<file path="src/rtl/stopwatch_pkg.sv">
// rtl/stopwatch_pkg.sv - shared types, BCD limits and 7-segment decode for the stopwatch
package stopwatch_pkg;

    typedef enum logic [1:0] {
        ST_IDLE   = 2'd0,
        ST_RUN    = 2'd1,
        ST_PAUSED = 2'd2
    } state_t;

    localparam logic [3:0] BCD_DIGIT_MAX  = 4'd9;
    localparam logic [3:0] BCD_TENS_S_MAX = 4'd5;
    localparam logic [3:0] PRESCALE_MAX   = 4'd9;

    // Active-high {g,f,e,d,c,b,a}; non-decimal codes blank the digit.
    function automatic logic [6:0] seg_decode(input logic [3:0] digit);
        logic [6:0] pattern;
        case (digit)
            4'd0:    pattern = 7'h3F;
            4'd1:    pattern = 7'h06;
            4'd2:    pattern = 7'h5B;
            4'd3:    pattern = 7'h4F;
            4'd4:    pattern = 7'h66;
            4'd5:    pattern = 7'h6D;
            4'd6:    pattern = 7'h7D;
            4'd7:    pattern = 7'h07;
            4'd8:    pattern = 7'h7F;
            4'd9:    pattern = 7'h6F;
            default: pattern = 7'h00;
        endcase
        return pattern;
    endfunction

endpackage

</file>
<file path="src/rtl/button_debounce.sv">
// rtl/button_debounce.sv - button synchroniser, ms-based debounce and press pulse
module button_debounce #(
    parameter int DEBOUNCE_MS = 20
) (
    input  logic clk,
    input  logic rst,
    input  logic ms_tick,
    input  logic btn,
    output logic press
);

    localparam logic [7:0] LIMIT = 8'(DEBOUNCE_MS);

    logic       sync_a;
    logic       sync_b;
    logic       stable;
    logic [7:0] cnt;

    always_ff @(posedge clk or posedge rst) begin
        if (rst) begin
            sync_a <= 1'b0;
            sync_b <= 1'b0;
            stable <= 1'b0;
            cnt    <= 8'd0;
            press  <= 1'b0;
        end else begin
            sync_a <= btn;
            sync_b <= sync_a;
            press  <= 1'b0;
            if (sync_b == stable) begin
                cnt <= 8'd0;
            end else if (ms_tick) begin
                // Only a 0->1 acceptance produces an event; releases are silent.
                if (cnt == LIMIT - 8'd1) begin
                    stable <= sync_b;
                    cnt    <= 8'd0;
                    press  <= sync_b;
                end else begin
                    cnt <= cnt + 8'd1;
                end
            end
        end
    end

endmodule

</file>
<file path="src/rtl/stopwatch_display.sv">
// rtl/stopwatch_display.sv - SS.hh stopwatch with debounced buttons and 4-digit 7-segment scan
module stopwatch_display
    import stopwatch_pkg::*;
#(
    parameter int DEBOUNCE_MS    = 20,
    parameter bit SEG_ACTIVE_LOW = 1'b1
) (
    input  logic        Clk,
    input  logic        Reset,
    input  logic        Clk_1kHz,
    input  logic        Btn_StartStop,
    input  logic        Btn_Clear,
    output logic        Running,
    output logic [15:0] Time_BCD,
    output logic        Overflow,
    output logic [6:0]  Seg,
    output logic        Dp,
    output logic [3:0]  Digit_En
);

    localparam logic POL = SEG_ACTIVE_LOW;

    logic        tick_sync_a;
    logic        tick_sync_b;
    logic        tick_hist;
    logic        ms_tick;
    logic        start_ev;
    logic        clear_ev;
    state_t      state;
    logic [3:0]  prescaler;
    logic [15:0] time_q;
    logic [15:0] next_time;
    logic        wrap;
    logic [1:0]  scan_idx;
    logic        disp_on;
    logic [3:0]  digit;
    logic [6:0]  seg_ah;
    logic [3:0]  en_ah;
    logic        dp_ah;

    // Clk_1kHz is data here: synchronise, then pulse on its rising edge.
    always_ff @(posedge Clk or posedge Reset) begin
        if (Reset) begin
            tick_sync_a <= 1'b0;
            tick_sync_b <= 1'b0;
            tick_hist   <= 1'b0;
        end else begin
            tick_sync_a <= Clk_1kHz;
            tick_sync_b <= tick_sync_a;
            tick_hist   <= tick_sync_b;
        end
    end

    assign ms_tick = tick_sync_b & ~tick_hist;

    button_debounce #(.DEBOUNCE_MS(DEBOUNCE_MS)) u_db_start (
        .clk     (Clk),
        .rst     (Reset),
        .ms_tick (ms_tick),
        .btn     (Btn_StartStop),
        .press   (start_ev)
    );

    button_debounce #(.DEBOUNCE_MS(DEBOUNCE_MS)) u_db_clear (
        .clk     (Clk),
        .rst     (Reset),
        .ms_tick (ms_tick),
        .btn     (Btn_Clear),
        .press   (clear_ev)
    );

    always_comb begin
        next_time = time_q;
        wrap      = 1'b0;
        if (time_q[3:0] != BCD_DIGIT_MAX) begin
            next_time[3:0] = time_q[3:0] + 4'd1;
        end else begin
            next_time[3:0] = 4'd0;
            if (time_q[7:4] != BCD_DIGIT_MAX) begin
                next_time[7:4] = time_q[7:4] + 4'd1;
            end else begin
                next_time[7:4] = 4'd0;
                if (time_q[11:8] != BCD_DIGIT_MAX) begin
                    next_time[11:8] = time_q[11:8] + 4'd1;
                end else begin
                    next_time[11:8] = 4'd0;
                    if (time_q[15:12] != BCD_TENS_S_MAX) begin
                        next_time[15:12] = time_q[15:12] + 4'd1;
                    end else begin
                        next_time[15:12] = 4'd0;
                        wrap             = 1'b1;
                    end
                end
            end
        end
    end

    always_ff @(posedge Clk or posedge Reset) begin
        if (Reset) begin
            state     <= ST_IDLE;
            Running   <= 1'b0;
            prescaler <= 4'd0;
            time_q    <= 16'h0000;
            Overflow  <= 1'b0;
        end else begin
            case (state)
                ST_IDLE: begin
                    prescaler <= 4'd0;
                    if (start_ev) begin
                        state   <= ST_RUN;
                        Running <= 1'b1;
                    end
                end
                ST_RUN: begin
                    if (ms_tick) begin
                        if (prescaler == PRESCALE_MAX) begin
                            prescaler <= 4'd0;
                            time_q    <= next_time;
                            if (wrap) begin
                                Overflow <= 1'b1;
                            end
                        end else begin
                            prescaler <= prescaler + 4'd1;
                        end
                    end
                    if (start_ev) begin
                        state   <= ST_PAUSED;
                        Running <= 1'b0;
                    end
                end
                ST_PAUSED: begin
                    // Clear takes priority over a simultaneous start here.
                    if (clear_ev) begin
                        state     <= ST_IDLE;
                        prescaler <= 4'd0;
                        time_q    <= 16'h0000;
                        Overflow  <= 1'b0;
                    end else if (start_ev) begin
                        state   <= ST_RUN;
                        Running <= 1'b1;
                    end
                end
                default: begin
                    state   <= ST_IDLE;
                    Running <= 1'b0;
                end
            endcase
        end
    end

    assign Time_BCD = time_q;

    always_ff @(posedge Clk or posedge Reset) begin
        if (Reset) begin
            scan_idx <= 2'd0;
            disp_on  <= 1'b0;
        end else if (ms_tick) begin
            scan_idx <= scan_idx + 2'd1;
            disp_on  <= 1'b1;
        end
    end

    always_comb begin
        case (scan_idx)
            2'd0:    digit = time_q[3:0];
            2'd1:    digit = time_q[7:4];
            2'd2:    digit = time_q[11:8];
            default: digit = time_q[15:12];
        endcase
        seg_ah = seg_decode(digit);
        en_ah  = 4'b0001 << scan_idx;
        dp_ah  = (scan_idx == 2'd2);
    end

    // Drive levels are XORed with POL so "inactive" is all-zero active-high.
    always_ff @(posedge Clk or posedge Reset) begin
        if (Reset) begin
            Seg      <= {7{POL}};
            Dp       <= POL;
            Digit_En <= {4{POL}};
        end else if (!disp_on) begin
            Seg      <= {7{POL}};
            Dp       <= POL;
            Digit_En <= {4{POL}};
        end else begin
            Seg      <= seg_ah ^ {7{POL}};
            Dp       <= dp_ah ^ POL;
            Digit_En <= en_ah ^ {4{POL}};
        end
    end

endmodule

</file>
<file path="config.mk">
export PLATFORM = sky130hd
export DESIGN_NAME = stopwatch_display
export DESIGN_NICKNAME = d
export VERILOG_FILES = /design/src/rtl/stopwatch_pkg.sv /design/src/rtl/button_debounce.sv /design/src/rtl/stopwatch_display.sv
export SDC_FILE = /design/constraint.sdc
export NUM_CORES = 1
export LEC_CHECK = 0
export ABC_CLOCK_PERIOD_IN_PS = 2300
export BUFFER_PORTS_ARGS = -buffer_cell sky130_fd_sc_hd__buf_4
export CORE_MARGIN = 2
export CORE_UTILIZATION = 55
export DETAILED_ROUTE_END_ITERATION = 12
export PLACE_DENSITY = 0.75
export SLEW_MARGIN = 10
export SYNTH_ARGS = -nofsm -noshare
export SYNTH_HDL_FRONTEND = slang
export SYNTH_SLANG_ARGS = --single-unit
</file>
<file path="constraint.sdc">
create_clock -name Clk -period 2.3 [get_ports Clk]
set_input_delay 0.345 -clock Clk [delete_from_list [all_inputs] [get_ports Clk]]
set_output_delay 0.345 -clock Clk [all_outputs]
set_load 0.005 [all_outputs]
</file>
==> impl_results.md <==
* Slew headroom at 54.7%
* Asr flop ratio synth at 100%
* Post-synth top cells: dfrtp_1, ha_1, nand2_1
* # IOs at 35
* LEAKAGE at 1.79 nW
* Routed len/inst at 15.0 µm
* Syn Std Cell Area at 3480 µm²
* Number of flops mapped to enable cells by yosys at 0
* Primary FF master, synth: dfrtp_1
* PwrDens at 640 nW/µm²
* Mapped Cells at 341
* Post-Route WL at 6910 µm
* DR vias/cell at 5.98
* CP arrival at 2.40 ns
* Synth top area share at 38.9%
* Mapped Nets at 368
* WP data required at 2.57 ns
* Ys Warns at 0
* N_diodes at 0
* Via count at 2765
* DRT antenna net count at 0
* Critical Path End Type: flop
* Tcrit/Tclk final at 92.7%
* Unique masters post-synth at 54
* Final hold vios at 0
* Final #Nets at 409
* Setup CP Type: flop to flop
* Clk_skew at 0.00873 ns
* CTS tree: yes
* DRC at 0
* Global-route wire length before repair at 11800 µm
* Area leader, netlist: dfrtp_1
* Hold slack at 0.0625 ns
* DR pass1 iterations at 6
* Core Region at 6030 µm²
* Setup_tns at 0 ns
* Insertion delay to the later sink of the worst-skew pair at 0.34 ns
* Synth area leaders: dfrtp_1, dfstp_2, ha_1
* Longest Clk Path Bufs at 2
* CP peak stage delay at 0.42 ns
* Detailed Place HPWL at 4890 µm
* Setup violators final at 0
* Fillers at 488
* Reg clk slew, reported paths at 0.07 ns
* Num CTS Buffers at 9
* Drt first-iter violations at 166
* Total GRT Usage at 20.8%
* RSZ-0062 raised after global routing: no
* Starting density of the core at 57.7%
* Critical path fanouts, max at 5
* Syn Area/Cell at 10.2 µm²
* Peak supply drop at 0.000537 V
* CTS Hold Buffers Added at 0
* Grt ovf at 0
* Max-cap violations at 0
* Sequential share of the synthesized area at 47.2%
* #FFs+latches synth at 65
* Share of cells above drive strength 1 at 19.1%
* Outcome: finished, final reports clean
* Clk sinks at 65
* Largest net degree at the start of global routing at 66
* Top-count cell post-synth: dfrtp_1
* # rows at 28
* DIE AREA at 6970 µm²
* IO buf count at 34
* Initial antenna violation count at 0
* Multi-input logic area at 1710 µm²
* Die X at 83.5 µm
* Setup crit start kind: flop
* Crit path time final at 2.13 ns
* Chip height at 83.5 µm
* Max-slew violation count at 0
* Vias in the first global route at 2595
* Worst path cell trace: inv_1 -> ha_1 -> a222oi_1 -> mux2i_1 -> inv_1 -> ha_1 -> a211oi_1 -> a211oi_1 -> o21ai_1
* H-tree levels at 3
* Clock root buffer master: clkbuf_8
* Area growth from synthesis to layout at 15.1%
* Placer Congestion at 0.879
* FF+latch area at 1640 µm²
* Slowest-stage cell, CP: dfrtp_1
* Slew @ Worst Pin at 0.677 ns
* Min-delay worst type: input port to async pin
* Fmax at 0.469 GHz
-- worst paths after layout --
check                               endpoint  slack [ns]  cells past startpoint        start
setup / recovery                      Seg[4]        0.17                      9  scan_idx[0]
hold / removal             u_db_start.sync_a        0.06                      3        Reset
setup reg to reg                      Seg[4]        0.17                      9  scan_idx[0]
hold reg to reg                  tick_sync_b        0.35                      0  tick_sync_a
max in group asynchronous        Digit_En[3]        1.90                      3        Reset
min in group Clk                 tick_sync_a        0.11                      1     Clk_1kHz
-- worst max-delay path, delay by kind of cell, from the launching register on --
kind	cells	cell delay (ns)
multiplexers	1	0.32
AO/OA/AOI/OAI	4	0.56
flip-flops	1	0.42
buffers and inverters	2	0.28
adder cells (fa/ha/maj)	2	0.49
-- layout make-up --
type | instances | area share, %
Tap cell | 75 | 2.35
Timing Repair Buffer | 42 | 8.19
Inverter | 21 | 1.97
Clock buffer | 12 | 3.38
Clock inverter | 4 | 0.500
Multi-Input combinational cell | 243 | 42.6
Sequential cell | 65 | 41.0
-- placed cells by master, fill, tap and decap left out, types with 4 or more instances in the layout --
cell type,n
o21ai_0,9
mux2i_1,13
ha_1,22
clkbuf_8,9
nand3b_1,4
nand2_1,21
buf_4,41
dfrtp_1,54
o31ai_1,8
dfstp_2,11
nand2b_1,10
clkinv_2,4
nand3_1,18
and3_1,6
inv_1,19
a21oi_1,12
a31oi_1,10
and3b_1,4
nor3_1,10
nor2_1,12
or3_1,5
and2_1,4
nand4_1,5
xnor2_1,6
o21ai_1,17
-- registers in the layout, summed over array words and instances, names as in the netlist, 2 cells and up --
name,cells
Seg,7
scan_idx,2
u_db_clear.cnt,8
Time_BCD,16
u_db_start.cnt,8
prescaler,4
state,2
Digit_En,4
-- cell families after synthesis --
family / share of synthesized area (%)
mux: 5.00
xor+xnor: 1.51
flops: 47.2
simple gates: 18.7
compound gates: 15.8
buf+inv: 3.85
fa+ha+maj: 7.92
-- what timing repair did --
item | in CTS | in global routing
endpoints found under the hold margin | 0 | 0
endpoints found under the setup margin | 0 | 2
gates resized for setup | 0 | 1
buffers inserted | 0 | 2
-- metal layers --
layer | up-vias | part of all wire, % | routed length [µm] | global-route usage, %
li1 | 1340 | - | - | -
met1 | 1362 | 46 | 3160 | 26.4
met2 | 57 | 49 | 3360 | 34.8
met3 | 6 | 4.2 | 292 | 4.35
met4 | 0 | 1.4 | 95 | 8.94
met5 | - | 0 | 0 | 0
-- power breakdown --
group	total [W]	switching [W]	internal [W]
Clock	0.000813	0.000428	0.000385
Combinational	0.000435	0.000229	0.000206
Sequential	0.00131	0.0000431	0.00127
-- metrics by stage --
stage	power (W)	setup slack (ns)	utilization [%]	instance area, µm²	instances
4_1_cts	0.00259	0.187	66.1	3980	460
3_3_place_gp	0.00176	0.292	63.5	3830	444
5_1_grt	0.00270	0.00237	66.4	4000	462
3_5_place_dp	0.00177	0.206	63.5	3830	444
6_report	0.00256	0.168	66.4	4000	462
2_1_floorplan	0.00161	0.347	-	3480	341
Note: power is estimated with default switching activity, not from simulation.
